## config.mk

```make
export PLATFORM = sky130hd
export DESIGN_NAME = axil_arbiter_rd
export DESIGN_NICKNAME = d
export VERILOG_FILES = /design/src/rtl/axil_arbiter_rd.sv
export SDC_FILE = /design/constraint.sdc
export NUM_CORES = 1
export LEC_CHECK = 0
export CAP_MARGIN = 10
export CORE_MARGIN = 2
export CORE_UTILIZATION = 38
export DETAILED_ROUTE_END_ITERATION = 6
export PLACE_DENSITY_LB_ADDON = 0.08
export SYNTH_ARGS = -nofsm -noshare
export SYNTH_HDL_FRONTEND = slang
export SYNTH_SLANG_ARGS = --single-unit
```

## constraint.sdc

```tcl
create_clock -name aclk -period 5.69 [get_ports aclk]
set_input_delay 0.569 -clock aclk [delete_from_list [all_inputs] [get_ports aclk]]
set_output_delay 0.569 -clock aclk [all_outputs]
set_load 0.02 [all_outputs]
```

## src/rtl/axil_arbiter_rd.sv

```systemverilog
// axil_arbiter_rd: round-robin N:1 AXI-Lite read arbiter with one transaction in flight.
// Optional macro AXIL_ADDR_CHECK_EN answers out-of-window addresses locally (rdata all ones, rresp 2'b11).

package axil_pkg;
  localparam int unsigned AXI_ADDR_WIDTH = 32;
  localparam int unsigned AXI_DATA_WIDTH = 32;
endpackage

module axil_arbiter_rd
  import axil_pkg::*;
#(
  parameter int unsigned NUM_MASTERS = 4,
  parameter logic [AXI_ADDR_WIDTH-1:0] SLV_BASE = 32'h0000_0000,
  parameter logic [AXI_ADDR_WIDTH-1:0] SLV_MASK = 32'hFFFF_0000,
  localparam int unsigned GW = $clog2(NUM_MASTERS)
) (
  input  logic                                  aclk,
  input  logic                                  areset,
  input  logic [NUM_MASTERS*AXI_ADDR_WIDTH-1:0] s_axil_araddr,
  input  logic [NUM_MASTERS-1:0]                s_axil_arvalid,
  output logic [NUM_MASTERS-1:0]                s_axil_arready,
  output logic [NUM_MASTERS*AXI_DATA_WIDTH-1:0] s_axil_rdata,
  output logic [NUM_MASTERS*2-1:0]              s_axil_rresp,
  output logic [NUM_MASTERS-1:0]                s_axil_rvalid,
  input  logic [NUM_MASTERS-1:0]                s_axil_rready,
  output logic [AXI_ADDR_WIDTH-1:0]             m_axil_araddr,
  output logic                                  m_axil_arvalid,
  input  logic                                  m_axil_arready,
  input  logic [AXI_DATA_WIDTH-1:0]             m_axil_rdata,
  input  logic [1:0]                            m_axil_rresp,
  input  logic                                  m_axil_rvalid,
  output logic                                  m_axil_rready,
  output logic [GW-1:0]                         grant_id
);

  localparam int unsigned AW = AXI_ADDR_WIDTH;
  localparam int unsigned DW = AXI_DATA_WIDTH;

  if (NUM_MASTERS < 2 || NUM_MASTERS > 16) begin : g_bad_num_masters
    $error("axil_arbiter_rd: NUM_MASTERS must be in 2..16");
  end
  if ((SLV_BASE & ~SLV_MASK) != '0) begin : g_bad_slv_base
    $error("axil_arbiter_rd: SLV_BASE has bits outside SLV_MASK");
  end

  typedef enum logic [2:0] {
    IDLE,
    GRANT,
    M_AR,
    M_R,
    S_R
`ifdef AXIL_ADDR_CHECK_EN
    , ERR
`endif
  } state_t;

  state_t        state;
  logic [GW-1:0] last_grant;
  logic [GW-1:0] winner;
  logic          found;
  int unsigned   idx;

  logic [AW-1:0] araddr_arr [NUM_MASTERS];
  logic [DW-1:0] rdata_q    [NUM_MASTERS];
  logic [1:0]    rresp_q    [NUM_MASTERS];

  // Per-master views of the flat slave-side buses.
  for (genvar i = 0; i < NUM_MASTERS; i++) begin : g_slice
    assign araddr_arr[i]            = s_axil_araddr[i*AW +: AW];
    assign s_axil_rdata[i*DW +: DW] = rdata_q[i];
    assign s_axil_rresp[i*2 +: 2]   = rresp_q[i];
  end

  // Round-robin pick: first requester after last_grant, wrapping.
  always_comb begin
    winner = '0;
    found  = 1'b0;
    idx    = 0;
    for (int unsigned k = 1; k <= NUM_MASTERS; k++) begin
      idx = (32'(last_grant) + k) % NUM_MASTERS;
      if (!found && s_axil_arvalid[GW'(idx)]) begin
        winner = GW'(idx);
        found  = 1'b1;
      end
    end
  end

  always_ff @(posedge aclk or posedge areset) begin
    if (areset) begin
      state          <= IDLE;
      last_grant     <= GW'(NUM_MASTERS - 1);
      grant_id       <= '0;
      s_axil_arready <= '0;
      s_axil_rvalid  <= '0;
      m_axil_araddr  <= '0;
      m_axil_arvalid <= 1'b0;
      m_axil_rready  <= 1'b0;
      for (int i = 0; i < NUM_MASTERS; i++) begin
        rdata_q[i] <= '0;
        rresp_q[i] <= '0;
      end
    end else begin
      case (state)
        IDLE: begin
          if (|s_axil_arvalid) begin
            grant_id               <= winner;
            s_axil_arready[winner] <= 1'b1;
            state                  <= GRANT;
          end
        end
        GRANT: begin
          // The granted master holds arvalid, so the AR handshake completes on this edge.
          s_axil_arready <= '0;
`ifdef AXIL_ADDR_CHECK_EN
          if ((araddr_arr[grant_id] & SLV_MASK) != SLV_BASE) begin
            state <= ERR;
          end else begin
            m_axil_araddr <= araddr_arr[grant_id];
            state         <= M_AR;
          end
`else
          m_axil_araddr <= araddr_arr[grant_id];
          state         <= M_AR;
`endif
        end
        M_AR: begin
          if (m_axil_arvalid && m_axil_arready) begin
            m_axil_arvalid <= 1'b0;
            m_axil_rready  <= 1'b1;
            state          <= M_R;
          end else begin
            m_axil_arvalid <= 1'b1;
          end
        end
        M_R: begin
          if (m_axil_rvalid) begin
            rdata_q[grant_id]       <= m_axil_rdata;
            rresp_q[grant_id]       <= m_axil_rresp;
            s_axil_rvalid[grant_id] <= 1'b1;
            m_axil_rready           <= 1'b0;
            state                   <= S_R;
          end
        end
        S_R: begin
          if (s_axil_rready[grant_id]) begin
            s_axil_rvalid     <= '0;
            rdata_q[grant_id] <= '0;
            rresp_q[grant_id] <= '0;
            last_grant        <= grant_id;
            state             <= IDLE;
          end
        end
`ifdef AXIL_ADDR_CHECK_EN
        ERR: begin
          rdata_q[grant_id]       <= '1;
          rresp_q[grant_id]       <= 2'b11;
          s_axil_rvalid[grant_id] <= 1'b1;
          state                   <= S_R;
        end
`endif
        default: state <= IDLE;
      endcase
    end
  end

endmodule

```

==> flow_metrics.env <==
export IMPL_synth_most_common_cell="nand2_1"
export IMPL_dp_slack_ns=2.59
export IMPL_holdPathEnd="m_axil_araddr[10]"
export IMPL_cts_root_buf="clkbuf_16"
export IMPL_avgViaCountPerCell=5.08
export IMPL_yosys_warnings=0
export IMPL_worstPathCellList="clkdlybuf4s50_1"
export IMPL_drv_slew=0
export IMPL_synth_distinct_cells=41
export IMPL_hp_start="m_axil_araddr[10]"
export IMPL_worst_path_buf_inv=1
export IMPL_tns_ns=0
export IMPL_r2r_start="grant_id[1]"
export IMPL_core_area_um2=20400
export IMPL_finalPower_mw=7.17
export IMPL_synth_edf_count=0
export IMPL_cts_buffers=17
export IMPL_final_cell_area_um2=12200
export IMPL_die_y_um=149
export IMPL_worstPathMaxFanout=46
export IMPL_avgRoutedWirePerCell_um=19.8
export IMPL_cts_tree="built"
export IMPL_slowest_stage="dfrtp_2"
export IMPL_port_buffers=353
export IMPL_place_congestion=0.810
export IMPL_fmax_mhz=355
export IMPL_syn_num_nets=926
export IMPL_reg2reg_to="s_axil_rdata[70]"
export IMPL_path_delay_family="flip-flops"
export IMPL_worstSetupStartpoint="grant_id[1]"
export IMPL_dieArea_um2=22100
export IMPL_drtIter0Drc=370
export IMPL_grt_usage_pct=24.5
export IMPL_outcome="finished, final reports clean"
export IMPL_hold_ws_ns=0.473
export IMPL_finalSetupViolCount=0
export IMPL_cts_buffer_depth=2
export IMPL_cp_required_ns=5.12
export IMPL_fin_crit_sh_pct=49.6
export IMPL_hold_class="reg -> reg"
export IMPL_rows=52
export IMPL_clkSinkCount=185
export IMPL_ctsHoldBuffers=0
export IMPL_synth_area_leaders="dfrtp_1, nand2_1, mux4_2"
export IMPL_yosysSeqAreaShare_pct=58.2
export IMPL_syn_inst=752
export IMPL_synthesis_area_um2=7960
export IMPL_avgSynthCellArea_um2=10.6
export IMPL_io_pins=354
export IMPL_synth_main_ff_cell="dfrtp_1"
export IMPL_post_cts_resized=0
export IMPL_ys_async_sr_fraction_pct=100
export IMPL_worstHoldPathCells=2
export IMPL_post_synth_top_area_cell="dfrtp_1"
export IMPL_ant_nets=0
export IMPL_grt_pass1_wl_um=40400
export IMPL_crit_arrival_ns=2.25
export IMPL_vias=6919
export IMPL_area_growth_pct=52.8
export IMPL_setup_ws_ns=2.87
export IMPL_overflow=0
export IMPL_wl_um=26900
export IMPL_p_leak_nw=5.41
export IMPL_dr_pass1_iters=5
export IMPL_clkLatencyLatePin_ns=0.43
export IMPL_post_cts_buffers=0
export IMPL_die_x_um=149
export IMPL_peakVddDrop_v=0.000308
export IMPL_hold_violations=0
export IMPL_grt_pass1_vias=6817
export IMPL_synth_top_cell_area_share_pct=57.5
export IMPL_worst_r2r_path_depth=3
export IMPL_clock_skew_ns=0.0131
export IMPL_crit_path_end_kind="output port"
export IMPL_grt_max_degree=137
export IMPL_critPathMaxStageDelay_ns=1.04
export IMPL_worst_setup_path_start_kind="register"
export IMPL_synth_seq_cells=185
export IMPL_power_density_nw_per_um2=589
export IMPL_rsz0062_at_grt="no"
export IMPL_synth_common_cells="nand2_1, dfrtp_1, o21ai_0"
export IMPL_htreeDepth=4
export IMPL_reg2reg_slack_ns=2.96
export IMPL_detailed_place_hpwl_um=19700
export IMPL_tightest_slew_ns=1.20
export IMPL_setup_worst_path_class="reg -> out"
export IMPL_final_nets=1254
export IMPL_drive_gt1_share_pct=8.05
export IMPL_drc=0
export IMPL_period_needed_ns=2.82
export IMPL_antenna_found_initial=0
export IMPL_cp_depth=1
export IMPL_diodes=0
export IMPL_clk_pin_slew_worst_paths_ns=0.07
export IMPL_slew_headroom_pct=20.1
export IMPL_placed_area_um2=11600
export IMPL_max_cap_violations=0
export IMPL_initial_core_util_pct=39.1
## final cells by class
class | instances | area (um2)
tap | 270 | 338
timing repair buffer | 359 | 3580
inverter | 2 | 15.0
clock inverter | 15 | 181
clock buffer | 17 | 425
multi-input combinational | 515 | 2990
sequential | 185 | 4630
fill | 1804 | 8200
## how the worst max path moves through the flow
stage	endpoint	slack, ns
after floorplan	grant_id[0]	0.1
after global placement	s_axil_rresp[0]	2.69
after detailed placement	s_axil_rdata[0]	2.59
after CTS	grant_id[1]	2.86
after global routing	s_axil_rdata[70]	2.76
final	grant_id[1]	2.87
## per-layer routing
metal | global-route usage [%] | vias up | wire length [um] | part of all wire (%)
li1 | - | 3209 | - | -
met1 | 32.9 | 3451 | 11500 | 43
met2 | 39.2 | 222 | 12900 | 48
met3 | 6.61 | 37 | 2000 | 7.4
met4 | 7.05 | 0 | 520 | 1.9
met5 | 0 | - | 0 | 0
## registers in the layout, indices dropped and copies added (netlist names)
signal          count
s_axil_rdata      128
m_axil_araddr      32
s_axil_rresp        8
s_axil_arready      4
s_axil_rvalid       4
state               3
grant_id            2
last_grant          2
m_axil_arvalid      1
m_axil_rready       1
## tightest hold or removal path, cell delays in order (launching register included)
cell and delay, ns:
dfrtp_1 0.34, nand2_1 0.05, nand2_1 0.05
## cells in the final DEF (no fill, tap or decap), types with 2 or more instances in the layout
master	netlist	routed
a21oi_1	7	7
a22oi_4	3	3
a31oi_1	2	2
and3b_1	2	2
buf_4	2	6
bufinv_16	0	2
clkbuf_16	0	17
clkdlybuf4s50_1	0	353
clkinv_4	0	3
dfrtp_1	183	181
dfrtp_2	0	2
dfstp_2	2	2
inv_6	0	5
inv_8	0	3
mux2_2	4	4
mux2i_1	3	3
mux4_2	32	32
nand2_1	280	280
nand2b_1	4	4
nor2_1	6	6
nor2b_1	4	4
nor3_1	2	2
nor3b_1	2	2
nor3b_4	1	2
o21ai_0	103	103
o21ai_1	40	40
o22a_1	2	2
or3b_1	2	2
## metrics by stage
step / util, % / std cells
2_1_floorplan: - / 752
3_3_place_gp: 56.7 / 1331
3_5_place_dp: 56.7 / 1331
4_1_cts: 59.7 / 1363
5_1_grt: 59.7 / 1363
6_report: 59.7 / 1363
## report_power, final
| group | internal [mW] | switching [mW] | total, mW |
|---|---|---|---|
| Sequential | 1.95 | 0.480 | 2.43 |
| Combinational | 1.67 | 1.85 | 3.52 |
| Clock | 0.665 | 0.552 | 1.22 |
| Total | 4.29 | 2.88 | 7.17 |
## kinds of logic (layout without fill, tap and decap cells)
family,count (synthesis),after routing,synth area share [%]
compound gates,163,163,11.3
buf+inv,52,393,4.34
flops,185,185,58.2
mux,39,39,10.0
simple gates,313,313,16.2
Power figures use the tool's default switching activity.
